==> config.mk <==
export PLATFORM = sky130hd
export DESIGN_NAME = tri_shade_fb_writer_flat
export DESIGN_NICKNAME = d
export VERILOG_FILES = /design/src/rtl/tri_shade_fb_writer_if.sv /design/src/rtl/tri_shade_fb_writer.sv /design/src/flat_wrapper.sv
export SDC_FILE = /design/constraint.sdc
export NUM_CORES = 2
export LEC_CHECK = 0
export CAP_MARGIN = 10
export CELL_PAD_IN_SITES_DETAIL_PLACEMENT = 2
export CELL_PAD_IN_SITES_GLOBAL_PLACEMENT = 2
export CORE_MARGIN = 8
export CORE_UTILIZATION = 43
export DETAILED_ROUTE_END_ITERATION = 10
export DONT_BUFFER_PORTS = 1
export GPL_ROUTABILITY_DRIVEN = 0
export PLACE_DENSITY = 0.93
export SKIP_LAST_GASP = 1
export SLEW_MARGIN = 15
export SYNTH_ARGS = -nofsm -noshare
export SYNTH_HDL_FRONTEND = slang
export SYNTH_SLANG_ARGS = --single-unit
==> constraint.sdc <==
create_clock -name clk_i -period 6.43 [get_ports clk_i]
set_input_delay 0.643 -clock clk_i [delete_from_list [all_inputs] [get_ports clk_i]]
set_output_delay 0.643 -clock clk_i [all_outputs]
set_load 0.005 [all_outputs]
==> src/rtl/tri_shade_fb_writer_if.sv <==
// Pixel-in / frame-buffer-out bundle for tri_shade_fb_writer.
// slave = the shader block, master = upstream + frame buffer side.
`timescale 1ns/1ps
interface tri_shade_fb_writer_if;
  logic         valid_pix_i;
  logic         ready_pix_o;
  logic [298:0] pix_data_i;
  logic         fb_ready_i;
  logic         fb_we_o;
  logic [16:0]  fb_addr_o;
  logic [15:0]  fb_data_o;

  modport slave (
    input  valid_pix_i,
    input  pix_data_i,
    input  fb_ready_i,
    output ready_pix_o,
    output fb_we_o,
    output fb_addr_o,
    output fb_data_o
  );

  modport master (
    output valid_pix_i,
    output pix_data_i,
    output fb_ready_i,
    input  ready_pix_o,
    input  fb_we_o,
    input  fb_addr_o,
    input  fb_data_o
  );
endinterface

==> src/rtl/tri_shade_fb_writer.sv <==
// Gouraud shading to RGB565 with a frame-buffer write port.
// Three-stage pixel pipe; a clear FSM takes over the port when asked.
`timescale 1ns/1ps
module tri_shade_fb_writer #(
  parameter int          H_RES       = 320,
  parameter int          V_RES       = 240,
  parameter int          FRAC_BITS   = 20,
  parameter logic [15:0] CLEAR_COLOR = 16'h0000
) (
  input  logic                 clk_i,
  input  logic                 reset_n_i,
  input  logic                 fb_clear_i,
  output logic                 clear_busy_o,
  output logic [16:0]          pix_count_o,
  tri_shade_fb_writer_if.slave bus
);

  localparam int FB_DEPTH = H_RES * V_RES;
  localparam logic [16:0] LP_LAST = 17'(FB_DEPTH - 1);
  localparam logic [16:0] LP_SAT  = 17'(FB_DEPTH);
  localparam logic [9:0]  LP_HX   = 10'(H_RES);
  localparam logic [8:0]  LP_VY   = 9'(V_RES);
  localparam logic signed [31:0] LP_RND =
    32'sd1 <<< (FRAC_BITS - 1);

  typedef enum logic [1:0] {
    ST_RUN   = 2'd0,
    ST_DRAIN = 2'd1,
    ST_CLEAR = 2'd2
  } state_t;

  state_t      r_state;
  logic        r_clr_pend;
  logic [16:0] r_clr_addr;
  logic [16:0] r_count;

  logic            r_s1_vld;
  logic            r_s1_oor;
  logic [8:0]      r_s1_x;
  logic [7:0]      r_s1_y;
  logic [2:0][7:0] r_s1_c0;
  logic [2:0][8:0] r_s1_d10;
  logic [2:0][8:0] r_s1_d20;
  logic [20:0]     r_s1_ub;
  logic [20:0]     r_s1_vb;

  logic             r_s2_vld;
  logic             r_s2_oor;
  logic [16:0]      r_s2_addr;
  logic [2:0][31:0] r_s2_c0s;
  logic [2:0][29:0] r_s2_p10;
  logic [2:0][29:0] r_s2_p20;

  logic        r_s3_vld;
  logic        r_s3_oor;
  logic [16:0] r_s3_addr;
  logic [15:0] r_s3_data;

  logic             w_stall;
  logic             w_ready;
  logic             w_xfer;
  logic             w_pipe_busy;
  logic             w_pix_done;
  logic             w_oor;
  logic [8:0]       w_x;
  logic [7:0]       w_y;
  logic [20:0]      w_ub;
  logic [20:0]      w_vb;
  logic [16:0]      w_addr;
  logic [2:0][7:0]  w_c0;
  logic [2:0][7:0]  w_c1;
  logic [2:0][7:0]  w_c2;
  logic [2:0][8:0]  w_d10;
  logic [2:0][8:0]  w_d20;
  logic [2:0][29:0] w_p10;
  logic [2:0][29:0] w_p20;
  logic [2:0][31:0] w_c0s;
  logic [2:0][7:0]  w_ch;
  logic [15:0]      w_rgb;
  logic             w_unused;

  assign w_x  = bus.pix_data_i[298:290];
  assign w_y  = bus.pix_data_i[289:282];
  assign w_ub = bus.pix_data_i[41:21];
  assign w_vb = bus.pix_data_i[20:0];

  assign w_oor = ({1'b0, w_x} >= LP_HX)
              || ({1'b0, w_y} >= LP_VY);

  assign w_addr = 17'(r_s1_y) * 17'(H_RES)
                + 17'(r_s1_x);

  // channel k: 0=R 1=G 2=B
  for (genvar k = 0; k < 3; k++) begin : g_ch
    logic signed [31:0] w_sum;
    logic signed [31:0] w_sh;

    assign w_c0[k] = bus.pix_data_i[105-8*k -: 8];
    assign w_c1[k] = bus.pix_data_i[185-8*k -: 8];
    assign w_c2[k] = bus.pix_data_i[265-8*k -: 8];

    assign w_d10[k] = {1'b0, w_c1[k]}
                    - {1'b0, w_c0[k]};
    assign w_d20[k] = {1'b0, w_c2[k]}
                    - {1'b0, w_c0[k]};

    assign w_p10[k] =
      $signed({{9{r_s1_ub[20]}}, r_s1_ub})
      * $signed({{21{r_s1_d10[k][8]}}, r_s1_d10[k]});
    assign w_p20[k] =
      $signed({{9{r_s1_vb[20]}}, r_s1_vb})
      * $signed({{21{r_s1_d20[k][8]}}, r_s1_d20[k]});

    assign w_c0s[k] = 32'(r_s1_c0[k]) << FRAC_BITS;

    assign w_sum =
      $signed(r_s2_c0s[k])
      + $signed({{2{r_s2_p10[k][29]}}, r_s2_p10[k]})
      + $signed({{2{r_s2_p20[k][29]}}, r_s2_p20[k]})
      + LP_RND;

    assign w_sh = w_sum >>> FRAC_BITS;

    assign w_ch[k] = w_sh[31]           ? 8'd0  :
                     (w_sh > 32'sd255)  ? 8'hFF :
                                          w_sh[7:0];
  end

  assign w_rgb = {w_ch[0][7:3],
                  w_ch[1][7:2],
                  w_ch[2][7:3]};

  assign w_unused = ^{bus.pix_data_i[281:266],
                      bus.pix_data_i[241:186],
                      bus.pix_data_i[161:106],
                      bus.pix_data_i[81:42],
                      w_ch[0][2:0],
                      w_ch[1][1:0],
                      w_ch[2][2:0]};

  assign w_stall     = r_s3_vld && !bus.fb_ready_i;
  assign w_pipe_busy = r_s1_vld || r_s2_vld || r_s3_vld;
  assign w_pix_done  = r_s3_vld && !r_s3_oor
                    && bus.fb_ready_i;

  assign w_ready = reset_n_i
                && (r_state == ST_RUN)
                && !r_clr_pend
                && !w_stall;
  assign w_xfer  = bus.valid_pix_i && w_ready;

  assign bus.ready_pix_o = w_ready;
  assign bus.fb_we_o     = (r_state == ST_CLEAR)
                        || (r_s3_vld && !r_s3_oor);
  assign bus.fb_addr_o   = (r_state == ST_CLEAR)
                        ? r_clr_addr : r_s3_addr;
  assign bus.fb_data_o   = (r_state == ST_CLEAR)
                        ? CLEAR_COLOR : r_s3_data;
  assign clear_busy_o    = r_clr_pend;
  assign pix_count_o     = r_count;

  // every stage freezes, bubbles included, while S3 waits on the FB
  always_ff @(posedge clk_i or negedge reset_n_i) begin
    if (!reset_n_i) begin
      r_s1_vld  <= 1'b0;
      r_s1_oor  <= 1'b0;
      r_s1_x    <= '0;
      r_s1_y    <= '0;
      r_s1_c0   <= '0;
      r_s1_d10  <= '0;
      r_s1_d20  <= '0;
      r_s1_ub   <= '0;
      r_s1_vb   <= '0;
      r_s2_vld  <= 1'b0;
      r_s2_oor  <= 1'b0;
      r_s2_addr <= '0;
      r_s2_c0s  <= '0;
      r_s2_p10  <= '0;
      r_s2_p20  <= '0;
      r_s3_vld  <= 1'b0;
      r_s3_oor  <= 1'b0;
      r_s3_addr <= '0;
      r_s3_data <= '0;
    end else if (!w_stall) begin
      r_s1_vld <= w_xfer;
      if (w_xfer) begin
        r_s1_oor <= w_oor;
        r_s1_x   <= w_x;
        r_s1_y   <= w_y;
        r_s1_c0  <= w_c0;
        r_s1_d10 <= w_d10;
        r_s1_d20 <= w_d20;
        r_s1_ub  <= w_ub;
        r_s1_vb  <= w_vb;
      end
      r_s2_vld  <= r_s1_vld;
      r_s2_oor  <= r_s1_oor;
      r_s2_addr <= w_addr;
      r_s2_c0s  <= w_c0s;
      r_s2_p10  <= w_p10;
      r_s2_p20  <= w_p20;
      r_s3_vld  <= r_s2_vld;
      r_s3_oor  <= r_s2_oor;
      r_s3_addr <= r_s2_addr;
      r_s3_data <= w_rgb;
    end
  end

  always_ff @(posedge clk_i or negedge reset_n_i) begin
    if (!reset_n_i) begin
      r_state    <= ST_RUN;
      r_clr_pend <= 1'b0;
      r_clr_addr <= '0;
      r_count    <= '0;
    end else begin
      unique case (r_state)
        ST_RUN: begin
          if (w_pix_done && r_count != LP_SAT)
            r_count <= r_count + 17'd1;
          if (fb_clear_i) begin
            r_clr_pend <= 1'b1;
            if (w_pipe_busy || w_xfer) begin
              r_state <= ST_DRAIN;
            end else begin
              r_state <= ST_CLEAR;
              r_count <= '0;
            end
          end
        end
        ST_DRAIN: begin
          if (w_pix_done && r_count != LP_SAT)
            r_count <= r_count + 17'd1;
          if (!w_pipe_busy) begin
            r_state <= ST_CLEAR;
            r_count <= '0;
          end
        end
        ST_CLEAR: begin
          r_count <= '0;
          if (bus.fb_ready_i) begin
            if (r_clr_addr == LP_LAST) begin
              r_state    <= ST_RUN;
              r_clr_pend <= 1'b0;
              r_clr_addr <= '0;
            end else begin
              r_clr_addr <= r_clr_addr + 17'd1;
            end
          end
        end
        default: begin
          r_state <= ST_RUN;
        end
      endcase
    end
  end

endmodule
==> src/flat_wrapper.sv <==
// flat-port wrapper written by rule: the top's interface ports become plain ports
module tri_shade_fb_writer_flat 
#(
  parameter int          H_RES       = 320,
  parameter int          V_RES       = 240,
  parameter int          FRAC_BITS   = 20,
  parameter logic [15:0] CLEAR_COLOR = 16'h0000
)
  (clk_i, reset_n_i, fb_clear_i, clear_busy_o, pix_count_o, bus_valid_pix_i, bus_pix_data_i, bus_fb_ready_i, bus_ready_pix_o, bus_fb_we_o, bus_fb_addr_o, bus_fb_data_o);
  tri_shade_fb_writer_if bus_i ();
  input  logic clk_i;
  input  logic reset_n_i;
  input  logic fb_clear_i;
  output logic clear_busy_o;
  output logic [16:0] pix_count_o;
  input wire logic [$bits(bus_i.valid_pix_i)-1:0] bus_valid_pix_i;
  input wire logic [$bits(bus_i.pix_data_i)-1:0] bus_pix_data_i;
  input wire logic [$bits(bus_i.fb_ready_i)-1:0] bus_fb_ready_i;
  output wire logic [$bits(bus_i.ready_pix_o)-1:0] bus_ready_pix_o;
  output wire logic [$bits(bus_i.fb_we_o)-1:0] bus_fb_we_o;
  output wire logic [$bits(bus_i.fb_addr_o)-1:0] bus_fb_addr_o;
  output wire logic [$bits(bus_i.fb_data_o)-1:0] bus_fb_data_o;
  assign bus_i.valid_pix_i = bus_valid_pix_i;
  assign bus_i.pix_data_i = bus_pix_data_i;
  assign bus_i.fb_ready_i = bus_fb_ready_i;
  assign bus_ready_pix_o = bus_i.ready_pix_o;
  assign bus_fb_we_o = bus_i.fb_we_o;
  assign bus_fb_addr_o = bus_i.fb_addr_o;
  assign bus_fb_data_o = bus_i.fb_data_o;
  tri_shade_fb_writer #(.H_RES(H_RES), .V_RES(V_RES), .FRAC_BITS(FRAC_BITS), .CLEAR_COLOR(CLEAR_COLOR)) u_core (.clk_i(clk_i), .reset_n_i(reset_n_i), .fb_clear_i(fb_clear_i), .clear_busy_o(clear_busy_o), .pix_count_o(pix_count_o), .bus(bus_i));
endmodule
### After elaboration in Yosys (flattened, before gate mapping)

Index checks and enable logic that the tools add are counted.

* order comparisons: 5
* eq/ne operators: 8
* bitwise operators: 1
* muxes and demuxes: 24
* shift-type cells: 0
* multiply operators: 7
* divide/modulo/power cells: 0
* add/sub/neg operators: 18
* reductions and logical operators: 24

Operators by type and width (count)
* 21-bit by 9-bit multiplier with 30-bit output: 6
* 17-bit two-way mux: 6
* 31-bit by 30-bit adder with 32-bit output: 3
* 32-bit by 21-bit adder with 32-bit output, second input constant: 3
* 29-bit by 30-bit adder with 31-bit output: 3
* 8-bit by 8-bit subtractor with 9-bit output: 6
* 17-bit one-hot mux with 3 select lines: 1
* 8-bit two-way mux: 6
* 12-bit by 9-bit > comparator with 1-bit output, second input constant: 3
* 17-bit by 1-bit adder with 17-bit output, second input constant: 2
* 17-bit by 9-bit adder with 17-bit output: 1
* 17-bit == test, second input constant: 1
* 17-bit != test, second input constant: 1
* 16-bit two-way mux: 1
* 8-bit by 3-bit multiplier with 11-bit output, second input constant: 1
* 2-bit two-way mux: 5
* 9-bit greater-or-equal comparator, second input constant: 1
* 8-bit greater-or-equal comparator, second input constant: 1
* 1-bit logical AND: 8
* 2-bit != test, second input constant: 4
* 4-bit AND reduction: 2
* 2-bit one-hot mux with 3 select lines: 1
* 1-bit logical OR: 5
* 1-bit logical NOT: 4
* 9 further kinds: 12

* register bits: 434
* memories: 0
* bits in writable memories: 0
* bits in latches: 0
* bits of input ports: 304
* ROM bits: 0
* logic and storage cells: 122

### Depth between registers and ports, before layout

* word-level depth: 9
* gate-level depth with buffers: 26
* gate-level depth less buffers: 24

### Least setup slack after synthesis

No wires, ideal clock.

* kind: reg2reg
* start: reg u_core.r_s1_ub[7]
* end: reg u_core.r_s2_p10[29] in the netlist's numbering
* arrival time: 5.696 ns
* required time: 6.299 ns
* stages on the path, launching flop included: 24
* slack: 0.603 ns
* path buffers: 2
* path through: dfrtp_1 -> clkbuf_1 -> clkbuf_1 -> nand2_1 -> fa_1 -> inv_1 -> fa_1 -> inv_1 -> fa_1 -> inv_1 -> fa_1 -> ha_1 -> ha_1 -> nor2b_1 -> o21ai_0 -> a21oi_1 -> o21a_1 -> o31a_1 -> o41ai_2 -> o31ai_1 -> or4_1 -> a21oi_1 -> xnor2_1 -> o21ai_1

* longest elaborated chain between the ends: 1

Ends and longest elaborated chain
* from (decl): RTL line tri_shade_fb_writer.sv:44 `logic [20:0] r_s1_ub;`
* from (signal assigned): RTL line tri_shade_fb_writer.sv:193 `r_s1_ub <= w_ub;`
* 21-bit by 9-bit multiplier with 30-bit output: RTL line tri_shade_fb_writer.sv:109 `* $signed({{21{r_s1_d10[k][8]}}, r_s1_d10[k]});`
* to (signal assigned): RTL line tri_shade_fb_writer.sv:200 `r_s2_p10 <= w_p10;`
* to (decl): RTL line tri_shade_fb_writer.sv:51 `logic [2:0][29:0] r_s2_p10;`

No other way between the ends.
A chain may end at the register's enable or synchronous reset.

### Worst setup path in the final report

* start: reg u_core.r_s1_d20[16] in the netlist's numbering
* end: reg u_core.r_s2_p20[58] in the netlist's numbering

* longest elaborated chain between the ends: 1

Ends and longest elaborated chain
* from (decl): RTL line tri_shade_fb_writer.sv:43 `logic [2:0][8:0] r_s1_d20;`
* from (signal assigned): RTL line tri_shade_fb_writer.sv:192 `r_s1_d20 <= w_d20;`
* 21-bit by 9-bit multiplier with 30-bit output: RTL line tri_shade_fb_writer.sv:112 `* $signed({{21{r_s1_d20[k][8]}}, r_s1_d20[k]});`
* to (signal assigned): RTL line tri_shade_fb_writer.sv:201 `r_s2_p20 <= w_p20;`
* to (decl): RTL line tri_shade_fb_writer.sv:52 `logic [2:0][29:0] r_s2_p20;`

No other way between the ends.

==> metrics.csv <==
metric,value,unit
vias in the first global route,61700,
final hold slack,0.0938,ns
"most common cell after layout, fill and taps aside",fa_1,
first-pass GRT wire length,409,mm
synth warn,0,
Sequential Area,10900,µm²
WL/cell,35.0,µm
largest net degree at the start of global routing,436,
post-route ant nets,0,
die width,387,µm
worst setup margin,-0.0594,ns
Post-synth EDFFs,0,
max cap viols,0,
# fillers,14300,
"Remaining Overflow, GRT",0,
Worst-path clk slew,0.08,ns
Starting Density,43.2,%
Syn Inst Count,6259,
endpoints failing hold,0,
total track usage,36.3,%
Final Setup Violations,7,
Final Max Tran Viols,0,
Worst Skew,0.0254,ns
Total Wirelength,282,mm
Num CTS Buffers,55,
CP max FO,11,
Critical path origin,u_core.r_s1_d20[16],
WS Path Type,reg -> reg,
maximum root-to-sink buffer count,3,
core area,137000,µm²
predominant post-synthesis flop cell,dfrtp_1,
crit path cell chain,"nand2_1, fa_1, fa_1, inv_1, fa_2, fa_1, fa_1, ha_1, a21oi_2, o211ai_1, a31oi_2, o21ai_1, a311oi_2, o211a_1, o21ai_0, a31oi_1, xor2_1, o21ai_0",
"commonest non-fill, non-tap cells in the layout","fa_1, nand2_1, inv_1",
CTS tree,yes,
CP max stage delay,0.71,ns
Final HPWL DP,199,mm
Syn Nets,8111,
vias,50500,
Die Span Y,387,µm
"most used cell, CP",fa_1,
"Clk Latency, worst-skew pair",0.70,ns
multi-input logic area,44700,µm²
clock sink count,434,
CP max stage cell,fa_2,
clk root buf,clkbuf_16,
RSZ-0062 raised after global routing,yes,
DRC Markers,0,
worst r2r src,u_core.r_s1_d20[16],
Synth Cell Area,59300,µm²
hold wc startpoint,bus_pix_data_i[297],
Mean Syn Cell Area,9.47,µm²
share of cells above drive strength 1,7.36,%
IO Pins,357,
dpl ws,-0.152,ns
fin crit share,101,%
PortBufs,0,
outcome,"finished, violations left",
area delta synth->final,8.43,%
count of cell types in the netlist,64,
"Seq/Total Area, Yosys",18.3,%
die area,150000,µm²
Placement Rows,136,
fmax,0.154,GHz
fin crit period,6.49,ns
Critical Path RT,6.96,ns
Via-to-Cell Ratio,6.28,
Final #Nets,8037,
Worst slew margin,16.1,%
Max H-tree Level,2,
Slew @ Worst Pin,1.26,ns
initial antenna violation count,33,
First-pass DRT Iterations,5,
failing checks,setup timing,
worst hold path type,in -> reg,
"Arr. time, crit path",7.02,ns
drt first-iter violations,3496,
CP endpoint kind,flip-flop,
Startpoint Class,flip-flop,
"FF+latch count, synth",434,
Post-synth ARST share,100,%
## through the flow
| step | area [µm²] | utilization (%) | TNS [ns] | instances |
|---|---|---|---|---|
| after floorplan | 59300 | - | 0 | 6259 |
| after global placement | 61700 | 45.0 | 0 | 7903 |
| after detailed placement | 61700 | 45.0 | -0.553 | 7903 |
| after CTS | 63800 | 46.5 | 0 | 8003 |
| after global routing | 64200 | 46.8 | -1.26 | 8034 |
| final | 64300 | 46.9 | -0.253 | 8048 |
## worst max-delay path, delay by kind of cell, from the launching register on
family,cells,cell delay (ns)
adder cells (fa/ha/maj),6,3.07
AO/OA/AOI/OAI,9,2.07
flip-flops,1,0.70
AND/OR/NAND/NOR,1,0.20
XOR/XNOR,1,0.17
buffers and inverters,1,0.13
## layer usage
layer  vias up  global-route usage [%]  part of all wire [%]
met5         -                       0                 0.029
met4        12                    32.5                    11
met3      1767                    8.87                   6.9
met2      2984                    64.4                    50
met1     26100                    34.6                    31
li1      19600                       -                     -
## synth_stat cells, types with 8 or more instances
library cell  number  area share [%]
o31ai_1           22            0.28
o21ai_0          249             2.1
a21oi_1          239             2.0
nand3_1           47            0.40
a211oi_1          10            0.13
and2_1           575             6.1
inv_1            736             4.7
a21o_1           101             1.3
xnor2_1          158             2.3
o21a_1            25            0.32
buf_1             15           0.095
fa_1             956              32
nand2_1          932             5.9
mux2_2            81             1.5
nor2b_1           66            0.70
and3_1            21            0.22
a221o_1           13            0.22
dfrtp_1          434              18
nor2_1           302             1.9
xor2_1           100             1.5
o22ai_1            9           0.095
or3_1              8           0.084
a31oi_1           16            0.17
nor3_1            37            0.31
ha_1             592              12
clkbuf_1         302             1.9
nand4_1           24            0.25
nand2b_1          63            0.67
o21bai_1          21            0.27
## flip-flops by register name, indices dropped and copies added (netlist names), 2 cells and up
| register | flops |
|---|---|
| u_core.r_s2_p10 | 90 |
| u_core.r_s2_p20 | 90 |
| u_core.r_s1_d10 | 27 |
| u_core.r_s1_d20 | 27 |
| u_core.r_s1_c0 | 24 |
| u_core.r_s2_c0s | 24 |
| u_core.r_s1_ub | 21 |
| u_core.r_s1_vb | 21 |
| u_core.pix_count_o | 17 |
| u_core.r_clr_addr | 17 |
| u_core.r_s2_addr | 17 |
| u_core.r_s3_addr | 17 |
| u_core.r_s3_data | 16 |
| u_core.r_s1_x | 9 |
| u_core.r_s1_y | 8 |
| u_core.r_state | 2 |
## cells by family (layout without fill, tap and decap cells)
| family | count (synthesis) | after routing | share of synthesized area, % |
|---|---|---|---|
| and+or+nand+nor | 2109 | 2109 | 17.0 |
| buffers and inverters | 1058 | 1025 | 6.70 |
| other | 0 | 28 | 0 |
| xor gates and xnor gates | 258 | 258 | 3.81 |
| adders and majority gates | 1548 | 1548 | 44.8 |
| DFF | 434 | 434 | 18.3 |
| AOI/OAI and AO/OA | 769 | 769 | 7.83 |
| muxes | 83 | 83 | 1.57 |
## what timing repair did
action                                  in CTS  in global routing
hold endpoints to repair                   434                 50
pin swaps                                    1                 16
gates resized for setup                     37                 72
cloned                                       0                  0
buffers inserted                             2                 12
endpoints found under the setup margin      39                 47
## area by class of cell
type	count	share of cell area, %
clock buffer	69	2.38
clock inverter	29	0.670
timing repair buffer	186	2.53
sequential	434	17.0
antenna	28	0.109
multi-input combinational	4767	69.5
tap	1794	3.49
inverter	741	4.33
## path summary, 6_finish.rpt
path	cells after the start	slack, ns	endpoint
max in group asynchronous	4	4.14	u_core.r_s1_d20[13]
hold reg to reg	2	0.47	u_core.r_s3_addr[12]
setup reg to reg	18	-0.06	u_core.r_s2_p20[58]
hold / removal	1	0.09	u_core.r_s1_x[7]
setup / recovery	18	-0.06	u_core.r_s2_p20[58]
min in group asynchronous	2	0.41	u_core.r_s2_p20[70]
Power is not shown: default switching activity piles up to over one toggle a cycle in this logic, so the estimate is an artifact.
